File: src/rtl/sc_sobol_pkg.sv
// Shared definitions for the Sobol stochastic-computing multiplier stream.
// Provides the control-state encoding and the bit-level helper functions.
// The helpers work on 32-bit containers. Callers zero-extend their operands
// into the container and size-cast the result back to the width they need.
package sc_sobol_pkg;

    typedef enum logic [1:0] {
        ST_IDLE = 2'd0,
        ST_RUN  = 2'd1,
        ST_DONE = 2'd2
    } state_e;

    localparam int FN_W = 32;

    // Binary-reflected Gray code of v.
    function automatic logic [FN_W-1:0] gray_f(input logic [FN_W-1:0] v);
        return v ^ (v >> 1);
    endfunction

    // Reverse the low w bits of v. Bits at and above w come back as zero.
    // The result is built by shifting, so no bit is selected by a variable index.
    function automatic logic [FN_W-1:0] bitrev_f(input logic [FN_W-1:0] v, input int w);
        logic [FN_W-1:0] r;
        logic [FN_W-1:0] t;
        r = 32'd0;
        t = v;
        for (int i = 0; i < FN_W; i++) begin
            if (i < w) begin
                r = (r << 1) | {31'd0, t[0]};
                t = t >> 1;
            end else begin
                r = r;
            end
        end
        return r;
    endfunction

    // Number of set bits in v.
    function automatic logic [FN_W-1:0] popcount_f(input logic [FN_W-1:0] v);
        logic [FN_W-1:0] cnt;
        logic [FN_W-1:0] t;
        cnt = 32'd0;
        t   = v;
        for (int i = 0; i < FN_W; i++) begin
            cnt = cnt + {31'd0, t[0]};
            t   = t >> 1;
        end
        return cnt;
    endfunction

endpackage

File: src/rtl/sobol_dim_gen.sv
// Purely combinational generator of the two Sobol dimensions for one index.
//   index : stream index (LOG_LEN+1 bits, covers extended length)
//   ext   : 1 selects stream length 2^(LOG_LEN+1), 0 selects 2^LOG_LEN
//   s1    : dimension 1, bit-reversed Gray code of index over SOBOL_W bits
//   s2    : dimension 2, index scaled so that it spans the full SOBOL_W range
module sobol_dim_gen
    import sc_sobol_pkg::*;
#(
    parameter int SOBOL_W = 6,
    parameter int LOG_LEN = 5
) (
    input  logic [LOG_LEN:0]    index,
    input  logic                ext,
    output logic [SOBOL_W-1:0]  s1,
    output logic [SOBOL_W-1:0]  s2
);

    localparam int SH_BASE = SOBOL_W - LOG_LEN;
    localparam int SH_EXT  = SOBOL_W - LOG_LEN - 1;

    logic [FN_W-1:0] index_s;

    // Derive both Sobol values. The linear dimension shifts one place less when the stream is doubled.
    always_comb begin
        index_s = FN_W'(index);
        s1      = SOBOL_W'(bitrev_f(gray_f(index_s), SOBOL_W));
        if (ext) begin
            s2 = SOBOL_W'(index_s << SH_EXT);
        end else begin
            s2 = SOBOL_W'(index_s << SH_BASE);
        end
    end

endmodule

File: src/rtl/sobol_sc_mul_stream.sv
// Sobol-sequence stochastic-computing multiplier stream generator.
// The block accepts two unsigned operands and turns each one into a unipolar
// bitstream. It emits LANES AND-ed product bits per beat and then returns the
// popcount of the whole stream as the product estimate.
//   clk, rst             : clock, asynchronous active-high reset
//   clear                : synchronous abort to IDLE (res_count is kept)
//   in_valid/in_ready    : operand handshake (in_a, in_b, in_extend)
//   bs_valid/bs_ready    : product-bit beats (bs_data, bs_last)
//   res_valid/res_ready  : popcount result handshake (res_count)
module sobol_sc_mul_stream
    import sc_sobol_pkg::*;
#(
    parameter int SOBOL_W = 6,
    parameter int LOG_LEN = 5,
    parameter int LANES   = 4,
    parameter int CNT_W   = LOG_LEN + 2
) (
    input  logic                clk,
    input  logic                rst,
    input  logic                clear,
    input  logic                in_valid,
    output logic                in_ready,
    input  logic [SOBOL_W-1:0]  in_a,
    input  logic [SOBOL_W-1:0]  in_b,
    input  logic                in_extend,
    output logic                bs_valid,
    input  logic                bs_ready,
    output logic [LANES-1:0]    bs_data,
    output logic                bs_last,
    output logic                res_valid,
    input  logic                res_ready,
    output logic [CNT_W-1:0]    res_count
);

    localparam int IDX_W = LOG_LEN + 1;
    // Index of the final beat for the base and the extended stream lengths.
    localparam logic [IDX_W-1:0] LAST_BASE = IDX_W'((1 << LOG_LEN) - LANES);
    localparam logic [IDX_W-1:0] LAST_EXT  = IDX_W'((1 << (LOG_LEN + 1)) - LANES);
    localparam logic [IDX_W-1:0] IDX_STEP  = IDX_W'(LANES);

    state_e               state_q, state_d;
    logic [SOBOL_W-1:0]   a_q, a_d;
    logic [SOBOL_W-1:0]   b_q, b_d;
    logic                 ext_q, ext_d;
    logic [IDX_W-1:0]     idx_q, idx_d;
    logic [CNT_W-1:0]     acc_q, acc_d;
    logic [CNT_W-1:0]     res_q, res_d;

    logic [IDX_W-1:0]     lane_idx_s [LANES];
    logic [SOBOL_W-1:0]   s1_s [LANES];
    logic [SOBOL_W-1:0]   s2_s [LANES];
    logic [LANES-1:0]     prod_s;
    logic [CNT_W-1:0]     beat_ones_s;
    logic                 last_beat_s;

    // Each lane computes the product bit for stream index idx+k. The lanes
    // depend only on registered state, so a stalled beat stays stable.
    for (genvar k = 0; k < LANES; k++) begin : g_lane
        assign lane_idx_s[k] = idx_q + IDX_W'(k);

        sobol_dim_gen #(
            .SOBOL_W (SOBOL_W),
            .LOG_LEN (LOG_LEN)
        ) u_dim (
            .index (lane_idx_s[k]),
            .ext   (ext_q),
            .s1    (s1_s[k]),
            .s2    (s2_s[k])
        );

        assign prod_s[k] = (a_q > s1_s[k]) & (b_q > s2_s[k]);
    end

    // Beat popcount and final-beat detection.
    always_comb begin
        beat_ones_s = CNT_W'(popcount_f(FN_W'(prod_s)));
        if (ext_q) begin
            last_beat_s = (idx_q == LAST_EXT);
        end else begin
            last_beat_s = (idx_q == LAST_BASE);
        end
    end

    // Next-state logic: the operand, stream and result phases, with clear taking priority.
    always_comb begin
        state_d = state_q;
        a_d     = a_q;
        b_d     = b_q;
        ext_d   = ext_q;
        idx_d   = idx_q;
        acc_d   = acc_q;
        res_d   = res_q;

        case (state_q)
            ST_IDLE: begin
                if (in_valid) begin
                    a_d     = in_a;
                    b_d     = in_b;
                    ext_d   = in_extend;
                    idx_d   = {IDX_W{1'b0}};
                    acc_d   = {CNT_W{1'b0}};
                    state_d = ST_RUN;
                end else begin
                    state_d = ST_IDLE;
                end
            end
            ST_RUN: begin
                if (bs_ready) begin
                    acc_d = acc_q + beat_ones_s;
                    if (last_beat_s) begin
                        res_d   = acc_q + beat_ones_s;
                        idx_d   = {IDX_W{1'b0}};
                        state_d = ST_DONE;
                    end else begin
                        idx_d = idx_q + IDX_STEP;
                    end
                end else begin
                    state_d = ST_RUN;
                end
            end
            ST_DONE: begin
                if (res_ready) begin
                    state_d = ST_IDLE;
                end else begin
                    state_d = ST_DONE;
                end
            end
            default: begin
                state_d = ST_IDLE;
            end
        endcase

        // Abort: drop any handshake of this cycle. Operands and the last result are kept.
        if (clear) begin
            state_d = ST_IDLE;
            a_d     = a_q;
            b_d     = b_q;
            ext_d   = ext_q;
            idx_d   = {IDX_W{1'b0}};
            acc_d   = {CNT_W{1'b0}};
            res_d   = res_q;
        end else begin
            state_d = state_d;
        end
    end

    // State and datapath registers.
    always_ff @(posedge clk or posedge rst) begin
        if (rst) begin
            state_q <= ST_IDLE;
            a_q     <= {SOBOL_W{1'b0}};
            b_q     <= {SOBOL_W{1'b0}};
            ext_q   <= 1'b0;
            idx_q   <= {IDX_W{1'b0}};
            acc_q   <= {CNT_W{1'b0}};
            res_q   <= {CNT_W{1'b0}};
        end else begin
            state_q <= state_d;
            a_q     <= a_d;
            b_q     <= b_d;
            ext_q   <= ext_d;
            idx_q   <= idx_d;
            acc_q   <= acc_d;
            res_q   <= res_d;
        end
    end

    // Handshake outputs decoded from the registered state.
    always_comb begin
        in_ready  = (state_q == ST_IDLE);
        bs_valid  = (state_q == ST_RUN);
        res_valid = (state_q == ST_DONE);
        bs_data   = prod_s;
        bs_last   = (state_q == ST_RUN) & last_beat_s;
        res_count = res_q;
    end

endmodule

File: config.mk
export PLATFORM = sky130hd
export DESIGN_NAME = sobol_sc_mul_stream
export DESIGN_NICKNAME = d
export VERILOG_FILES = /design/src/rtl/sc_sobol_pkg.sv /design/src/rtl/sobol_dim_gen.sv /design/src/rtl/sobol_sc_mul_stream.sv
export SDC_FILE = /design/constraint.sdc
export NUM_CORES = 1
export LEC_CHECK = 0
export ABC_AREA = 1
export CORE_MARGIN = 10
export CORE_UTILIZATION = 47
export DETAILED_ROUTE_END_ITERATION = 10
export PLACE_DENSITY = 0.79
export SYNTH_ARGS = -nofsm -noshare
export SYNTH_HDL_FRONTEND = slang
export SYNTH_HIERARCHICAL = 1
export SYNTH_SLANG_ARGS = --single-unit
File: constraint.sdc
create_clock -name clk -period 4.2 [get_ports clk]
set_input_delay 0.84 -clock clk [delete_from_list [all_inputs] [get_ports clk]]
set_output_delay 0.84 -clock clk [all_outputs]
set_load 0.01 [all_outputs]
== Yosys cells after proc, flatten, opt, wreduce, memory -nomap -nowiden ==
Cells that the tools add are included.
W data, S select, Z words.

* Add/subtract/negate cells: 8
* Magnitude comparators: 8
* Equal/unequal tests: 7
* Multiplexer cells: 20
* Bitwise operators: 30
* Reduce and logical (&&, ||, !) cells: 5

{| class="wikitable"
|+ Operator list
! kind !! number
|-
| $gt A6 B6 Y1 || 8
|-
| $mux W6 || 8
|-
| $or A6 B1 Y6 || 4
|-
| $xor A6 B5 Y6 || 4
|-
| $mux W7 || 3
|-
| $or A5 B1 Y5 || 4
|-
| $or A4 B1 Y4 || 4
|-
| $pmux W7 S2 || 1
|-
| $add A6 B2 Y6 const B || 2
|-
| $or A3 B1 Y3 || 4
|-
| $pmux W6 S2 || 1
|-
| $mux W2 || 4
|-
| $or A2 B1 Y2 || 4
|-
| $add A7 B4 Y7 || 1
|-
| $add A6 B1 Y6 const B || 1
|-
| $add A6 B3 Y6 const B || 1
|-
| $eq A6 B5 Y1 const B || 1
|-
| $eq A6 B6 Y1 const B || 1
|-
| $pmux W2 S3 || 1
|-
| $reduce_and A3 Y1 || 2
|-
| $and A1 B1 Y1 || 5
|-
| $add A3 B1 Y4 || 1
|-
| $ne A4 B3 Y1 const B || 1
|-
| $reduce_and A4 Y1 || 1
|-
| other kinds (10) || 11
|}

* Flip-flop bits (word level): 35
* Bits of input ports: 19
* Output and inout port bits: 15

== Logic depth before layout (Yosys ltp) ==
* Depth after elaboration: 16
* Depth in mapped cells: 22
* Gate-level depth less buffers: 21

== By module ==
The synthesis kept the hierarchy.

{| class="wikitable"
|+ Modules (own cells, without submodules)
! module !! times used !! cells each !! area an instance (um2) !! sequential area each (um2)
|-
| sobol_sc_mul_stream || 1 || 400 || 2909.0 || 825.8
|-
| sobol_dim_gen || 4 || 40 || 153.9 || 0.0
|}

== Worst setup path after synthesis ==
OpenSTA, ideal clock, no wires.

* Path kind: register -> register
* Start point: register idx_q[4]
* End point: register res_q[6], in the netlist res_count[6]
* Setup time: 116 ps
* Arrival: 3350 ps
* Slack: 734 ps
* Cell stages (with the launch flop): 22
* Path buffers: 1
* Clock period less this slack: 3466 ps
* Cell sequence: dfrtp_1 -> clkbuf_1 -> nand2_1 -> nand2_1 -> inv_1 -> ha_1 -> nand2_1 -> nor2_1 -> o21ai_0 -> nand2_1 -> nand3b_1 -> fa_1 -> fa_1 -> inv_1 -> fa_1 -> nand3_1 -> nor2_1 -> nand2_1 -> nand2_1 -> nand2_1 -> nand2_1 -> nand2_1

{| class="wikitable"
|+ RTL lines
! element !! RTL line !! text
|-
| start, declared || sobol_sc_mul_stream.sv:45 || <nowiki>logic [IDX_W-1:0] idx_q, idx_d;</nowiki>
|-
| start signal, assigned || sobol_sc_mul_stream.sv:154 || <nowiki>idx_q <= {IDX_W{1'b0}};</nowiki>
|-
| start signal, assigned || sobol_sc_mul_stream.sv:162 || <nowiki>idx_q <= idx_d;</nowiki>
|-
| end signal, assigned || sobol_sc_mul_stream.sv:156 || <nowiki>res_q <= {CNT_W{1'b0}};</nowiki>
|-
| end signal, assigned || sobol_sc_mul_stream.sv:164 || <nowiki>res_q <= res_d;</nowiki>
|-
| end, declared || sobol_sc_mul_stream.sv:47 || <nowiki>logic [CNT_W-1:0] res_q, res_d;</nowiki>
|}

==> flow_summary.ini <==
[floorplanning]
core_area_um2 = 7290
die-area_um2 = 11400
initial_core_util_pct = 48.3
ios = 34
die_x_um = 107
die-height_um = 107
rows = 31

[setup_path]
cp_slowest_cell = dfrtp_1
path_cells = nand2_1 > nand2_1 > inv_1 > ha_1 > nand2_1 > nor2_1 > o21ai_0 > nand2_1 > nand3b_1 > fa_1 > fa_1 > inv_1 > fa_1 > nand3_1 > nor2_1 > nand2_1 > nand2_1 > nand2_1 > nand2_1 > nand2_1
critPathLaunchType = flip-flop
crit_path_start = idx_q[5]
end_kind = flip-flop
crit_path_frequent_cell = nand2_1
rr_worst_depth = 20
cp_slowest_stage_delay_ns = 0.79
crit_fanout = 19
worst-path-buf-inv = 2
worstSetupPathDepth = 20
critPathCapture = acc_q[6]
rr_endpoint = acc_q[6]
cp.required_ns = 4.39
critPathTopFamily = adder cells
r2r-start = idx_q[5]
critPathArrivalTime_ns = 3.91
path_class = reg -> reg
reg2reg_slack_ns = 0.48

[clock_tree]
cts_buffers = 5
cts.sinks = 33
clk_pin_slew_ns = 0.08
clock_latency_ns = 0.29
htree_levels = 2
root_buffer = clkbuf_8
cts_tree = built
postCtsSetupRepairBufs = 0
holdBufCountCts = 0
clockBufferDepth = 2

[power_and_ir_drop]
p_leak_nw = 2.38
p_total_mw = 1.37
peakVddDrop_v = 0.000203
powerDensity_nw_per_um2 = 326

[sta]
setup_violations = 0
setup_tns_ns = 0
rsz0062_at_grt = no
relSlewSlack_pct = 54.0
skew_ns = 0.0109
slew_violations = 0
hold_violations = 0
whs_ns = 0.485
max_freq_mhz = 269
finalCriticalPeriod_ns = 3.72
worstMarginPinSlew_ns = 0.690
period_share_pct = 88.5

[placed_design]
port_buffers = 33
place.gp.congestion = 0.871
dp.cells = 721
post-dp-hpwl_mm = 6.33

[synth]
synth_seq_cells = 33
yosysWarnings = 6
synth_ff_type = dfrtp_1
synthArstFlopShare_pct = 100
ys_types = 28
ys_seq_area_share_pct = 23.4
synth.avg_cell_area_um2 = 6.29
synth-edff-count = 0
synth_area_um2 = 3520
synthCells = 560

[final_layout]
antenna_cells = 0
drive_above_1_share_pct = 5.24
nets = 701
regArea_um2 = 827
finalNonFillerCells = 729
multi_input_area_um2 = 2350
n_fill_cell = 711
final_util_pct = 57.4
area_delta_synth_final_pct = 18.7

[route]
ant_nets = 0
num_vias = 3351
firstDrtPassIters = 4
drc = 0
via_per_inst = 4.60
initialDrtViolationCount = 143
drt-wirelength-per-cell_um = 10.8
routed_wl_mm = 7.91

[status]
outcome = finished clean

[global_routing]
grt_max_degree = 34
grt_usage_pct = 14.3
grt_pass1_wl_mm = 13.7
grt_remaining_overflow = 0
grt_pass1_vias = 3138
antenna_found_initial = 0

[worst_hold_path]
worstHoldPathType = reg -> reg

[job]
cap_violations = 0
==> state kept, by name, indices dropped and copies added, names as in the netlist <==
signal and cells:
acc_q 7, res_count 7, a_q 6, b_q 6, idx_q 4, state_q 2
ext_q 1
==> timing repair <==
| action | 4_1_cts | 5_1_grt |
|---|---|---|
| endpoints found under the hold margin | 0 | 0 |
| gates resized for setup | 0 | 1 |
| endpoints found under the setup margin | 0 | 2 |
==> through the flow <==
stage / cell area [um^2] / setup slack, ns
final: 4180 / 0.482
after global routing: 4180 / 0.143
after CTS: 4180 / 0.309
after detailed placement: 4090 / 0.308
after global placement: 4090 / 0.496
after floorplan: 3650 / 0.734
==> how the worst min path moves through the flow <==
stage / from / end / slack, ns / depth (start not counted)
2_1_floorplan: acc_q[6] / acc_q[6] / 0.46 / 2
3_3_place_gp: res_count[5] / res_count[5] / 0.47 / 2
3_5_place_dp: res_count[3] / res_count[3] / 0.48 / 2
4_1_cts: res_count[2] / res_count[2] / 0.50 / 2
5_1_grt: res_count[6] / res_count[6] / 0.52 / 2
6_report: res_count[6] / res_count[6] / 0.48 / 2
==> cells by family (layout without fill, tap and decap cells) <==
family	after synthesis	in the layout	synth area share (%)
flops	33	33	23.4
fa+ha+maj	53	53	19.5
xor+xnor	4	4	0.994
simple gates	308	308	35.4
other cells	2	36	0.213
buf+inv	119	155	13.5
compound gates	41	41	7.06
==> worst reg2reg max path: stages, from the launching register on <==
cell and delay (ns):
dfrtp_1 0.79, nand2_1 0.13, nand2_1 0.10, inv_1 0.04, ha_1 0.28, nand2_1 0.07, nor2_1 0.13, o21ai_0 0.10
nand2_1 0.11, nand3b_1 0.13, fa_1 0.50, fa_1 0.38, inv_1 0.12, fa_1 0.23, nand3_1 0.11, nor2_1 0.15
nand2_1 0.06, nand2_1 0.05, nand2_1 0.06, nand2_1 0.06, nand2_1 0.04
==> layer usage <==
layer / global-route usage, % / wire (um)
met4: 3.97 / 141
met2: 26.0 / 3900
met1: 16.4 / 3560
met5: 0 / 0
met3: 3.17 / 309
==> placed cells by master, fill, tap and decap left out, drive strengths merged, types with 4 or more instances in the layout <==
master / n
nand2: 242
inv: 109
ha: 50
nor2: 39
conb: 36
clkdlybuf4s50: 33
dfrtp: 33
nand3: 20
o21ai: 19
a21oi: 9
o21bai: 6
nand3b: 5
clkbuf: 5
buf: 5
a21o: 4
==> cell usage after synthesis (2+ instances only) <==
cell type / count / area (um^2)
nand2_1: 240 / 901
inv_1: 102 / 383
ha_1: 50 / 626
nor2_1: 34 / 128
dfrtp_1: 33 / 826
nand3_1: 19 / 95.1
o21ai_0: 15 / 75.1
a21oi_1: 9 / 45.0
inv_2: 7 / 26.3
o21bai_1: 6 / 45.0
buf_4: 5 / 37.5
nand3b_1: 5 / 37.5
a21o_1: 4 / 30.0
o21ai_2: 4 / 35.0
clkbuf_1: 3 / 11.3
fa_1: 3 / 60.1
nor2_4: 3 / 33.8
o22ai_1: 3 / 18.8
conb_1: 2 / 7.51
nand4_1: 2 / 12.5
nor2_2: 2 / 12.5
xnor2_1: 2 / 17.5
xor2_1: 2 / 17.5
==> cell type report <==
| type | count | area share [%] |
|---|---|---|
| Clock buffer | 5 | 1.64 |
| Clock inverter | 3 | 0.538 |
| Inverter | 109 | 9.78 |
| Multi-Input combinational cell | 442 | 56.2 |
| Sequential cell | 33 | 19.8 |
| Tap cell | 99 | 2.96 |
| Timing Repair Buffer | 38 | 9.09 |
==> where the power goes <==
| part | total, mW | switching (mW) | internal, mW |
|---|---|---|---|
| registers | 0.422 | 0.0701 | 0.352 |
| logic | 0.692 | 0.399 | 0.293 |
| clock network | 0.252 | 0.135 | 0.116 |
| total | 1.37 | 0.604 | 0.761 |
Note: power is estimated with default switching activity, not from simulation.
==> patch, RTL diff (same settings) <==
The 3 states of `state_e` get a one-hot encoding in 3 bits.
--- a/src/rtl/sc_sobol_pkg.sv
+++ b/src/rtl/sc_sobol_pkg.sv
@@ -4,10 +4,10 @@
 // into the container and size-cast the result back to the width they need.
 package sc_sobol_pkg;
 
-    typedef enum logic [1:0] {
-        ST_IDLE = 2'd0,
-        ST_RUN  = 2'd1,
-        ST_DONE = 2'd2
+    typedef enum logic [2:0] {
+        ST_IDLE = 3'b001,
+        ST_RUN  = 3'b010,
+        ST_DONE = 3'b100
     } state_e;
 
     localparam int FN_W = 32;
Function: no difference found for any inputs over 4 cycles, from zero or initial values and one cycle with rst high; so few cycles prove little.
==> patch against the unedited design <==
Routed wire length grew 5.2%. Setup slack worse by 0.19 ns. Clock skew down 0.0015 ns. Sequential share of layout area down 0.13 points. Total power grew 8.8%. Clock power rose by 50%. Combinational power decreased by 2%. Non-clock buffer count unchanged. Area after synthesis up 4.1%. Via count up 2.7%. Sequential cell count up 1. Design area grew 4.2%. Synthesized cell count is 2.0% higher.
==> patch: results (changes against the unedited design) <==
.. list-table::
   :header-rows: 1

   * - Metric
     - Value
   * - Outcome
     - complete, no violations
   * - Number of different library cells in the post-synthesis netlist
     - 34 (+21%)
   * - Iteration-0 DRC count of the detailed router
     - 116 (-19%)
   * - Fin cells
     - 743 (+1.9%)
   * - P_clk
     - 378 uW (+50%)
   * - Final weighted congestion in routability-driven placement
     - 0.861 (-1.1%)
   * - Highest net fanout along the worst path
     - 18 (-1)
   * - Adder-cell area share of the yosys netlist
     - 0.187 (-0.00763)
   * - Met1 Resource Use GR
     - 0.168 (+0.00456)
   * - Routed wire length on met2
     - 4130 um (+5.9%)
   * - Synth cell count leaders
     - 225 x nand2_1, 114 x inv_1, 50 x ha_1
   * - Final worst clock skew
     - 0.00934 ns (-0.00152 ns)
   * - Post-layout power
     - 1.49 mW (+8.8%)
   * - Sequential element share of the synthesized area
     - 0.232 (-0.00203)
   * - Clock buffers created by TritonCTS
     - 5 (unchanged)
   * - Total Nets Final
     - 712 (+1.6%)
   * - Metal3 WL
     - 315 um (+1.9%)
   * - Via count of the first global-routing pass
     - 3413 (+8.8%)
   * - Pin count of the biggest net entering global routing
     - 27 (-21%)
   * - First-pass GRT wire length
     - 14500 um (+6.3%)
   * - Area fraction in compound gates after synthesis
     - 0.0859 (+0.0153)
   * - Met3 global-route usage
     - 0.0262 (-0.00556)
   * - Worst Reg-to-Reg Cells
     - 19 (-5.0%)
   * - Leak pwr
     - 2.52 nW (+5.7%)
   * - Drt total wl
     - 8320 um (+5.2%)
   * - Worst vdd ir
     - 0.000180 V (-11%)
   * - XOR/XNOR share of the synthesized area
     - 0.00955 (-0.000390)
   * - Internal
     - 887 uW (+17%)
   * - Uppermost routed layer
     - met4
   * - Number of antenna violations at the first check in global routing
     - 0 (unchanged)
   * - Worst-case setup slack after placement
     - 0.186 ns (-0.122 ns)
   * - Cell area reported after detailed placement
     - 4220 um2 (+3.1%)
   * - Half-perimeter wire length after placement
     - 6490 um (+2.6%)
   * - Fraction of final layout cells sized beyond drive strength 1
     - 0.0718 (+0.0194)
   * - CP max stage delay
     - 0.76 ns (-0.03 ns)
[patch: cell count changes after synthesis, moves of 3 or more]
cell / before / now
a21o_1: 4 / 0
a21oi_2: 0 / 3
inv_1: 102 / 114
nand2_1: 240 / 225
nand3_1: 19 / 25
o211ai_1: 0 / 3
o21ai_0: 15 / 10
o21ai_1: 0 / 3
o21ai_2: 4 / 9
o22ai_1: 3 / 0
[patch: layout make-up]
type	count	area [um2]	share of cell area
inverters	122	464	0.107
well taps	102	128	0.0293
flip-flops and latches	34	856	0.196
repair buffers	38	368	0.0844
clock buffers	5	68.8	0.0158
multi-input cells	439	2400	0.552
clock inverters	3	68.8	0.0158
[patch: final timing paths]
path	start	to	slack (ns)
worst min-delay path	res_count[1]	res_count[1]	0.48
min in group asynchronous	rst	b_q[2]	1.10
worst min register to register	res_count[1]	res_count[1]	0.48
max in group asynchronous	rst	res_count[3]	2.37
worst max-delay path	idx_q[4]	acc_q[4]	0.29
worst max register to register	idx_q[4]	acc_q[4]	0.29
